--- src/rtl/wb_write_arbiter_pkg.sv ---
// Shared widths, default parameters and the buffered-result entry type for the
// writeback arbiter.
package wb_write_arbiter_pkg;

  localparam int REGNOBITS               = 5;
  localparam int DBITS                   = 32;
  localparam int LU_FIFO_DEPTH           = 2;
  localparam int LU_STARVE_LIMIT         = 4;
  localparam int WAIT_BITS               = 4;
  localparam int from_WB_ARB_to_DE_WIDTH = 1 + REGNOBITS + DBITS;

  typedef struct packed {
    logic [REGNOBITS-1:0] wregno;
    logic [DBITS-1:0]     regval;
  } lu_entry_t;

  function automatic logic [WAIT_BITS-1:0] sat_inc(input logic [WAIT_BITS-1:0] v);
    return (v == '1) ? v : v + 1'b1;
  endfunction

endpackage

--- src/rtl/wb_write_arbiter_if.sv ---
// Bus bundle between WB/long-latency unit (master side) and the arbiter (slave side).
interface wb_write_arbiter_if import wb_write_arbiter_pkg::*; #(
  parameter int DEPTH = LU_FIFO_DEPTH
);
  localparam int CW = $clog2(DEPTH) + 1;

  logic                 pipe_wr_reg;
  logic [REGNOBITS-1:0] pipe_wregno;
  logic [DBITS-1:0]     pipe_regval;
  logic                 lu_valid;
  logic                 lu_ready;
  logic [REGNOBITS-1:0] lu_wregno;
  logic [DBITS-1:0]     lu_regval;
  logic                 wr_reg_out;
  logic [REGNOBITS-1:0] wregno_out;
  logic [DBITS-1:0]     regval_out;
  logic [CW-1:0]        lu_count;
  logic                 stall_req;
  logic                 waw_err;

  modport master (
    output pipe_wr_reg, pipe_wregno, pipe_regval, lu_valid, lu_wregno, lu_regval,
    input  lu_ready, wr_reg_out, wregno_out, regval_out, lu_count, stall_req, waw_err
  );

  modport slave (
    input  pipe_wr_reg, pipe_wregno, pipe_regval, lu_valid, lu_wregno, lu_regval,
    output lu_ready, wr_reg_out, wregno_out, regval_out, lu_count, stall_req, waw_err
  );

endinterface

--- src/rtl/wb_result_fifo.sv ---
// Small synchronous FIFO holding long-latency results; exposes every slot and a
// per-slot valid mask so the arbiter can scan for WAW hazards.
module wb_result_fifo import wb_write_arbiter_pkg::*; #(
  parameter int DEPTH = LU_FIFO_DEPTH
) (
  input  logic                   clk,
  input  logic                   reset,
  input  logic                   push,
  input  logic                   pop,
  input  lu_entry_t              din,
  output lu_entry_t              head,
  output logic [$clog2(DEPTH):0] count,
  output lu_entry_t [DEPTH-1:0]  slots,
  output logic [DEPTH-1:0]       valid
);
  localparam int AW = $clog2(DEPTH);

  logic [AW-1:0] rd_ptr;
  logic [AW-1:0] wr_ptr;
  logic          do_push;
  logic          do_pop;

  assign do_push = push && (count < (AW+1)'(DEPTH));
  assign do_pop  = pop && (count != '0);
  assign head    = slots[rd_ptr];

  always_ff @(posedge clk or posedge reset) begin
    if (reset) begin
      rd_ptr <= '0;
      wr_ptr <= '0;
      count  <= '0;
      slots  <= '0;
    end else begin
      if (do_push) begin
        slots[wr_ptr] <= din;
        wr_ptr        <= wr_ptr + 1'b1;
      end
      if (do_pop)
        rd_ptr <= rd_ptr + 1'b1;
      case ({do_push, do_pop})
        2'b10:   count <= count + 1'b1;
        2'b01:   count <= count - 1'b1;
        default: count <= count;
      endcase
    end
  end

  // A slot is live when its distance from the read pointer is below the occupancy.
  always_comb begin
    valid = '0;
    for (int i = 0; i < DEPTH; i++)
      valid[i] = {1'b0, AW'(i) - rd_ptr} < count;
  end

endmodule

--- src/rtl/wb_write_arbiter.sv ---
// Shares the register-file write port between the WB pipeline (always wins) and
// buffered long-latency results drained into idle slots.
module wb_write_arbiter import wb_write_arbiter_pkg::*; #(
  parameter int DEPTH        = LU_FIFO_DEPTH,
  parameter int STARVE_LIMIT = LU_STARVE_LIMIT
) (
  input  logic                clk,
  input  logic                reset,
  wb_write_arbiter_if.slave   bus
);
  localparam int CW = $clog2(DEPTH) + 1;

  logic                  pipe_we;
  logic                  fifo_empty;
  logic                  do_pop;
  logic                  accept;
  logic                  do_push;
  logic                  waw_hit;
  logic [CW-1:0]         count;
  logic [WAIT_BITS-1:0]  wait_cnt;
  logic                  waw_q;
  lu_entry_t             din;
  lu_entry_t             head;
  lu_entry_t [DEPTH-1:0] slots;
  logic [DEPTH-1:0]      valid;

  assign pipe_we    = bus.pipe_wr_reg && (bus.pipe_wregno != '0);
  assign fifo_empty = (count == '0);
  assign do_pop     = !pipe_we && !fifo_empty;

  assign bus.lu_ready = (count < CW'(DEPTH));
  assign accept       = bus.lu_valid && bus.lu_ready;
  assign do_push      = accept && (bus.lu_wregno != '0);
  assign din          = '{wregno: bus.lu_wregno, regval: bus.lu_regval};

  wb_result_fifo #(.DEPTH(DEPTH)) u_fifo (
    .clk   (clk),
    .reset (reset),
    .push  (do_push),
    .pop   (do_pop),
    .din   (din),
    .head  (head),
    .count (count),
    .slots (slots),
    .valid (valid)
  );

  always_comb begin
    bus.wr_reg_out = 1'b0;
    bus.wregno_out = '0;
    bus.regval_out = '0;
    if (pipe_we) begin
      bus.wr_reg_out = 1'b1;
      bus.wregno_out = bus.pipe_wregno;
      bus.regval_out = bus.pipe_regval;
    end else if (!fifo_empty) begin
      bus.wr_reg_out = 1'b1;
      bus.wregno_out = head.wregno;
      bus.regval_out = head.regval;
    end
  end

  // Hazard: pipeline writes a register that still has an older result in flight.
  always_comb begin
    waw_hit = do_push && (bus.lu_wregno == bus.pipe_wregno);
    for (int i = 0; i < DEPTH; i++)
      if (valid[i] && (slots[i].wregno == bus.pipe_wregno))
        waw_hit = 1'b1;
    waw_hit = waw_hit && pipe_we;
  end

  always_ff @(posedge clk or posedge reset) begin
    if (reset) begin
      wait_cnt <= '0;
      waw_q    <= 1'b0;
    end else begin
      if (fifo_empty || do_pop)
        wait_cnt <= '0;
      else if (pipe_we)
        wait_cnt <= sat_inc(wait_cnt);
      if (waw_hit)
        waw_q <= 1'b1;
    end
  end

  assign bus.stall_req = (wait_cnt >= WAIT_BITS'(STARVE_LIMIT));
  assign bus.waw_err   = waw_q;
  assign bus.lu_count  = count;

endmodule

--- src/flat_wrapper.sv ---
// flat-port wrapper written by rule: the top's interface ports become plain ports
module wb_write_arbiter_flat import wb_write_arbiter_pkg::*;
#(
  parameter int DEPTH        = LU_FIFO_DEPTH,
  parameter int STARVE_LIMIT = LU_STARVE_LIMIT
)
  (clk, reset, bus_pipe_wr_reg, bus_pipe_wregno, bus_pipe_regval, bus_lu_valid, bus_lu_wregno, bus_lu_regval, bus_lu_ready, bus_wr_reg_out, bus_wregno_out, bus_regval_out, bus_lu_count, bus_stall_req, bus_waw_err);
  wb_write_arbiter_if #(.DEPTH(DEPTH)) bus_i ();
  input  logic clk;
  input  logic reset;
  input wire logic [$bits(bus_i.pipe_wr_reg)-1:0] bus_pipe_wr_reg;
  input wire logic [$bits(bus_i.pipe_wregno)-1:0] bus_pipe_wregno;
  input wire logic [$bits(bus_i.pipe_regval)-1:0] bus_pipe_regval;
  input wire logic [$bits(bus_i.lu_valid)-1:0] bus_lu_valid;
  input wire logic [$bits(bus_i.lu_wregno)-1:0] bus_lu_wregno;
  input wire logic [$bits(bus_i.lu_regval)-1:0] bus_lu_regval;
  output wire logic [$bits(bus_i.lu_ready)-1:0] bus_lu_ready;
  output wire logic [$bits(bus_i.wr_reg_out)-1:0] bus_wr_reg_out;
  output wire logic [$bits(bus_i.wregno_out)-1:0] bus_wregno_out;
  output wire logic [$bits(bus_i.regval_out)-1:0] bus_regval_out;
  output wire logic [$bits(bus_i.lu_count)-1:0] bus_lu_count;
  output wire logic [$bits(bus_i.stall_req)-1:0] bus_stall_req;
  output wire logic [$bits(bus_i.waw_err)-1:0] bus_waw_err;
  assign bus_i.pipe_wr_reg = bus_pipe_wr_reg;
  assign bus_i.pipe_wregno = bus_pipe_wregno;
  assign bus_i.pipe_regval = bus_pipe_regval;
  assign bus_i.lu_valid = bus_lu_valid;
  assign bus_i.lu_wregno = bus_lu_wregno;
  assign bus_i.lu_regval = bus_lu_regval;
  assign bus_lu_ready = bus_i.lu_ready;
  assign bus_wr_reg_out = bus_i.wr_reg_out;
  assign bus_wregno_out = bus_i.wregno_out;
  assign bus_regval_out = bus_i.regval_out;
  assign bus_lu_count = bus_i.lu_count;
  assign bus_stall_req = bus_i.stall_req;
  assign bus_waw_err = bus_i.waw_err;
  wb_write_arbiter #(.DEPTH(DEPTH), .STARVE_LIMIT(STARVE_LIMIT)) u_core (.clk(clk), .reset(reset), .bus(bus_i));
endmodule
--- config.mk ---
export PLATFORM = sky130hd
export DESIGN_NAME = wb_write_arbiter_flat
export DESIGN_NICKNAME = d
export VERILOG_FILES = /design/src/rtl/wb_write_arbiter_pkg.sv /design/src/rtl/wb_write_arbiter_if.sv /design/src/rtl/wb_result_fifo.sv /design/src/rtl/wb_write_arbiter.sv /design/src/flat_wrapper.sv
export SDC_FILE = /design/constraint.sdc
export NUM_CORES = 1
export LEC_CHECK = 0
export BUFFER_PORTS_ARGS = -buffer_cell sky130_fd_sc_hd__clkbuf_2
export CORE_ASPECT_RATIO = 0.6
export CORE_MARGIN = 10
export CORE_UTILIZATION = 35
export DETAILED_ROUTE_END_ITERATION = 8
export PLACE_DENSITY = 0.58
export REMOVE_ABC_BUFFERS = 1
export SETUP_SLACK_MARGIN = 0.2
export SYNTH_ARGS = -nofsm -noshare
export SYNTH_HDL_FRONTEND = slang
export SYNTH_HIERARCHICAL = 1
export SYNTH_SLANG_ARGS = --single-unit
--- constraint.sdc ---
create_clock -name clk -period 5.7 [get_ports clk]
set_clock_uncertainty 0.15 [all_clocks]
set_input_delay 1.14 -clock clk [delete_from_list [all_inputs] [get_ports clk]]
set_output_delay 1.14 -clock clk [all_outputs]
set_load 0.005 [all_outputs]
==> metrics.txt <==
placed cell area=between 5000 and 6000 sq um; part of the cycle the worst path needs=approximately three quarters; H-tree lvl count=3; Die W=165 microns; biggest area consumer among synthesized cells=dfrtp_1; Critical Path Sink Type=output pin; Die Footprint=~18000 sq um; RSZ-0062 raised after global routing=no; Hold Path Class=flop to flop; final core occ=between 40 and 50%; Crit Reg-Reg Startpoint=u_core/u_fifo/count[1]; Crit Path Class=primary input to output pin; status=finished, final reports clean; Setup Viol. Count Final=0; Clock Tree Buf Depth=2; hpwl dp=around 8300 microns; sequential area share after synthesis=roughly 47%; cell mode on critical path=clkbuf_2; CP Data Required Time=4.41 ns; P_leak=approximately 2.6 nW; Hold Path Origin=u_core/u_fifo/slots[24]; CTS tree=built; initial antenna violation count=0; worst-case vdd ir drop=~0.00016 V; share of the synthesized area in the top cell type=a little under half; Synth Register Bits=83; clk_lat worst skew=around 0.34 ns; Ports=about 120; startpoint types=primary input; Design Area, Final=around 5400 sq um; YS warnings=6; Worst Hold End=u_core/u_fifo/slots[24]; flop-to-flop setup slack=between 2 and 3 ns; f_max=between 200 and 250 MHz; setup tns final=0 ns; post_cts resized=0; first drt pass iteration count=4; minimum clock period=4.31 ns; critical path arrival=3.02 ns; vias in the first global route=approximately 3400; Final #Nets=slightly below 600; Rows=31; Final Max Slew Viols=0; Core Box Area=12200 sq um; hold buffers post-CTS=0; cell breakdown of the critical path=clkbuf_2 > or4_4 > o21a_1 > buf_4 > nor2_1 > a22o_1 > clkbuf_2; Fillers=1179; Worst Tran Pin Value=~1 ns; routed via count=3235; # clock sinks=between 80 and 90; total gr overflow=0; area of the multi-input gates=2160 sq um; root buf cell=clkbuf_16; Primary FF master, synth=dfrtp_1; total power=0.00285 W; Die Ht=between 100 and 150 microns; CP max-delay cell=or4_4; Placer Congestion=between 0.7 and 0.8; commonest non-fill, non-tap cell in the layout=clkbuf_2; Slew HR=32.9%; Hold Fails Final Rpt=0; EDFF count, synth=0; ANT nets after route=0; most frequent cells in the layout=clkbuf_2, mux2_2, dfrtp_1; synth top area cells=dfrtp_1, mux2_2, nand2_1, nand3_1, xnor2_1; Cell variety after synth=34; CP max stage delay=about 0.56 ns; total CTS buffers=9; Maximum Capacitance Violations=0; mean post-synth cell area=11.3 sq um; pin count of the biggest net entering global routing=41; cells after synthesis=around 390; reg-to-reg critical path endpoint=u_core/u_fifo/slots[56]; Synth Cell Area=about 4400 sq um; GR Util All Layers=a little over an eighth; post-DR wirelength/cell=approximately 17 microns; Area growth syn-to-layout=23.0%; first-pass GRT wire length=between 15000 and 20000 microns; Starting Density=36.2%; Worst Reg-to-Reg Cells=4; Port Buf Inserts=120; post-CTS setup buffer count=0; antenna cells=0; via/cell ratio=roughly 4.8; Total Wirelength=roughly 12000 microns; CTS clk-pin slew, worst paths=around 0.060 ns; fraction of layout cells with a size suffix above 1=50.4%; Sequential Area=2080 sq um; ys async rst share=100%; Hold Crit Depth=1; DRC=0; Pwr per Cell Area=523 nW/um^2; Starting DRT DRC Count=114; Crit Path Max Fanout=28
## cells by family after synthesis
| logic type | share of synthesized area (%) |
|---|---|
| mux | 28.5 |
| buf+inv | 4.18 |
| flops | 46.9 |
| fa+ha+maj | 0.565 |
| simple gates | 13.6 |
| xor+xnor | 4.15 |
| compound gates | 2.12 |
## layout make-up
type                    instances  area share, %
multi-input cells             281           39.8
clock buffers                  12           4.53
clock inverters                 4           1.36
flip-flops and latches         83           38.2
repair buffers                126           12.1
inverters                       4          0.299
well taps                     165           3.79
## synth_stat cells, types with 2 or more instances
master and instances:
mux2_2 109, dfrtp_1 83, nand2_1 75, nand3_1 35
xnor2_1 18, buf_2 10, nor2_1 8, clkbuf_1 6
buf_6 4, inv_1 4, buf_8 3, nor3_1 3
o21ai_0 3, xor2_1 3, a21o_1 2, a22o_1 2
ha_1 2, mux2_1 2, nand4_1 2, nor3b_1 2
o21a_1 2, or2_2 2
## worst max path at each step
stage | startpoint | endpoint | slack (ns) | cells after the start
2_1_floorplan | bus_pipe_wregno[1] | bus_regval_out[0] | 1.78 | 4
3_3_place_gp | bus_pipe_wregno[1] | bus_wregno_out[3] | 1.46 | 7
3_5_place_dp | bus_pipe_wregno[1] | bus_wregno_out[4] | 1.38 | 7
4_1_cts | bus_pipe_wregno[1] | bus_wregno_out[3] | 1.36 | 7
5_1_grt | bus_pipe_wregno[1] | bus_wregno_out[3] | 1.28 | 7
6_report | bus_pipe_wregno[1] | bus_wregno_out[3] | 1.39 | 7
## through the flow
stage / setup slack, ns / hold slack (ns) / instances
global placement: 1.46 / 0.316 / 659
floorplan: 1.78 / 0.304 / 368
finish: 1.39 / 0.341 / 675
CTS: 1.36 / 0.341 / 675
detailed placement: 1.38 / 0.326 / 659
global route: 1.28 / 0.363 / 675
## state kept, by name, summed over array words and instances (netlist names)
name,flops
u_core/u_fifo/count,2
u_core/u_fifo/rd_ptr,1
u_core/bus.waw_err,1
u_core/u_fifo/slots,74
u_core/u_fifo/wr_ptr,1
u_core/wait_cnt,4
## report_power, final
part	leakage (nW)	internal [W]	switching [W]	total, W
clock network	0.157	0.000396	0.000232	0.000628
registers	0.998	0.000881	0.000229	0.00111
logic	1.48	0.000661	0.000448	0.00111
## routing by layer
metal / global-route usage (%) / share of wire (%)
met1: 18.3 / 49
met2: 18.7 / 41
met3: 5.00 / 9.1
met4: 3.34 / 1.0
met5: 0 / 0
## worst max-delay path, delay by kind of cell
| family | cells | cell delay (ns) |
|---|---|---|
| AO/OA/AOI/OAI | 2 | 0.47 |
| AND/OR/NAND/NOR | 2 | 0.83 |
| buffers and inverters | 3 | 0.56 |
Note: power is estimated with default switching activity, not from simulation.
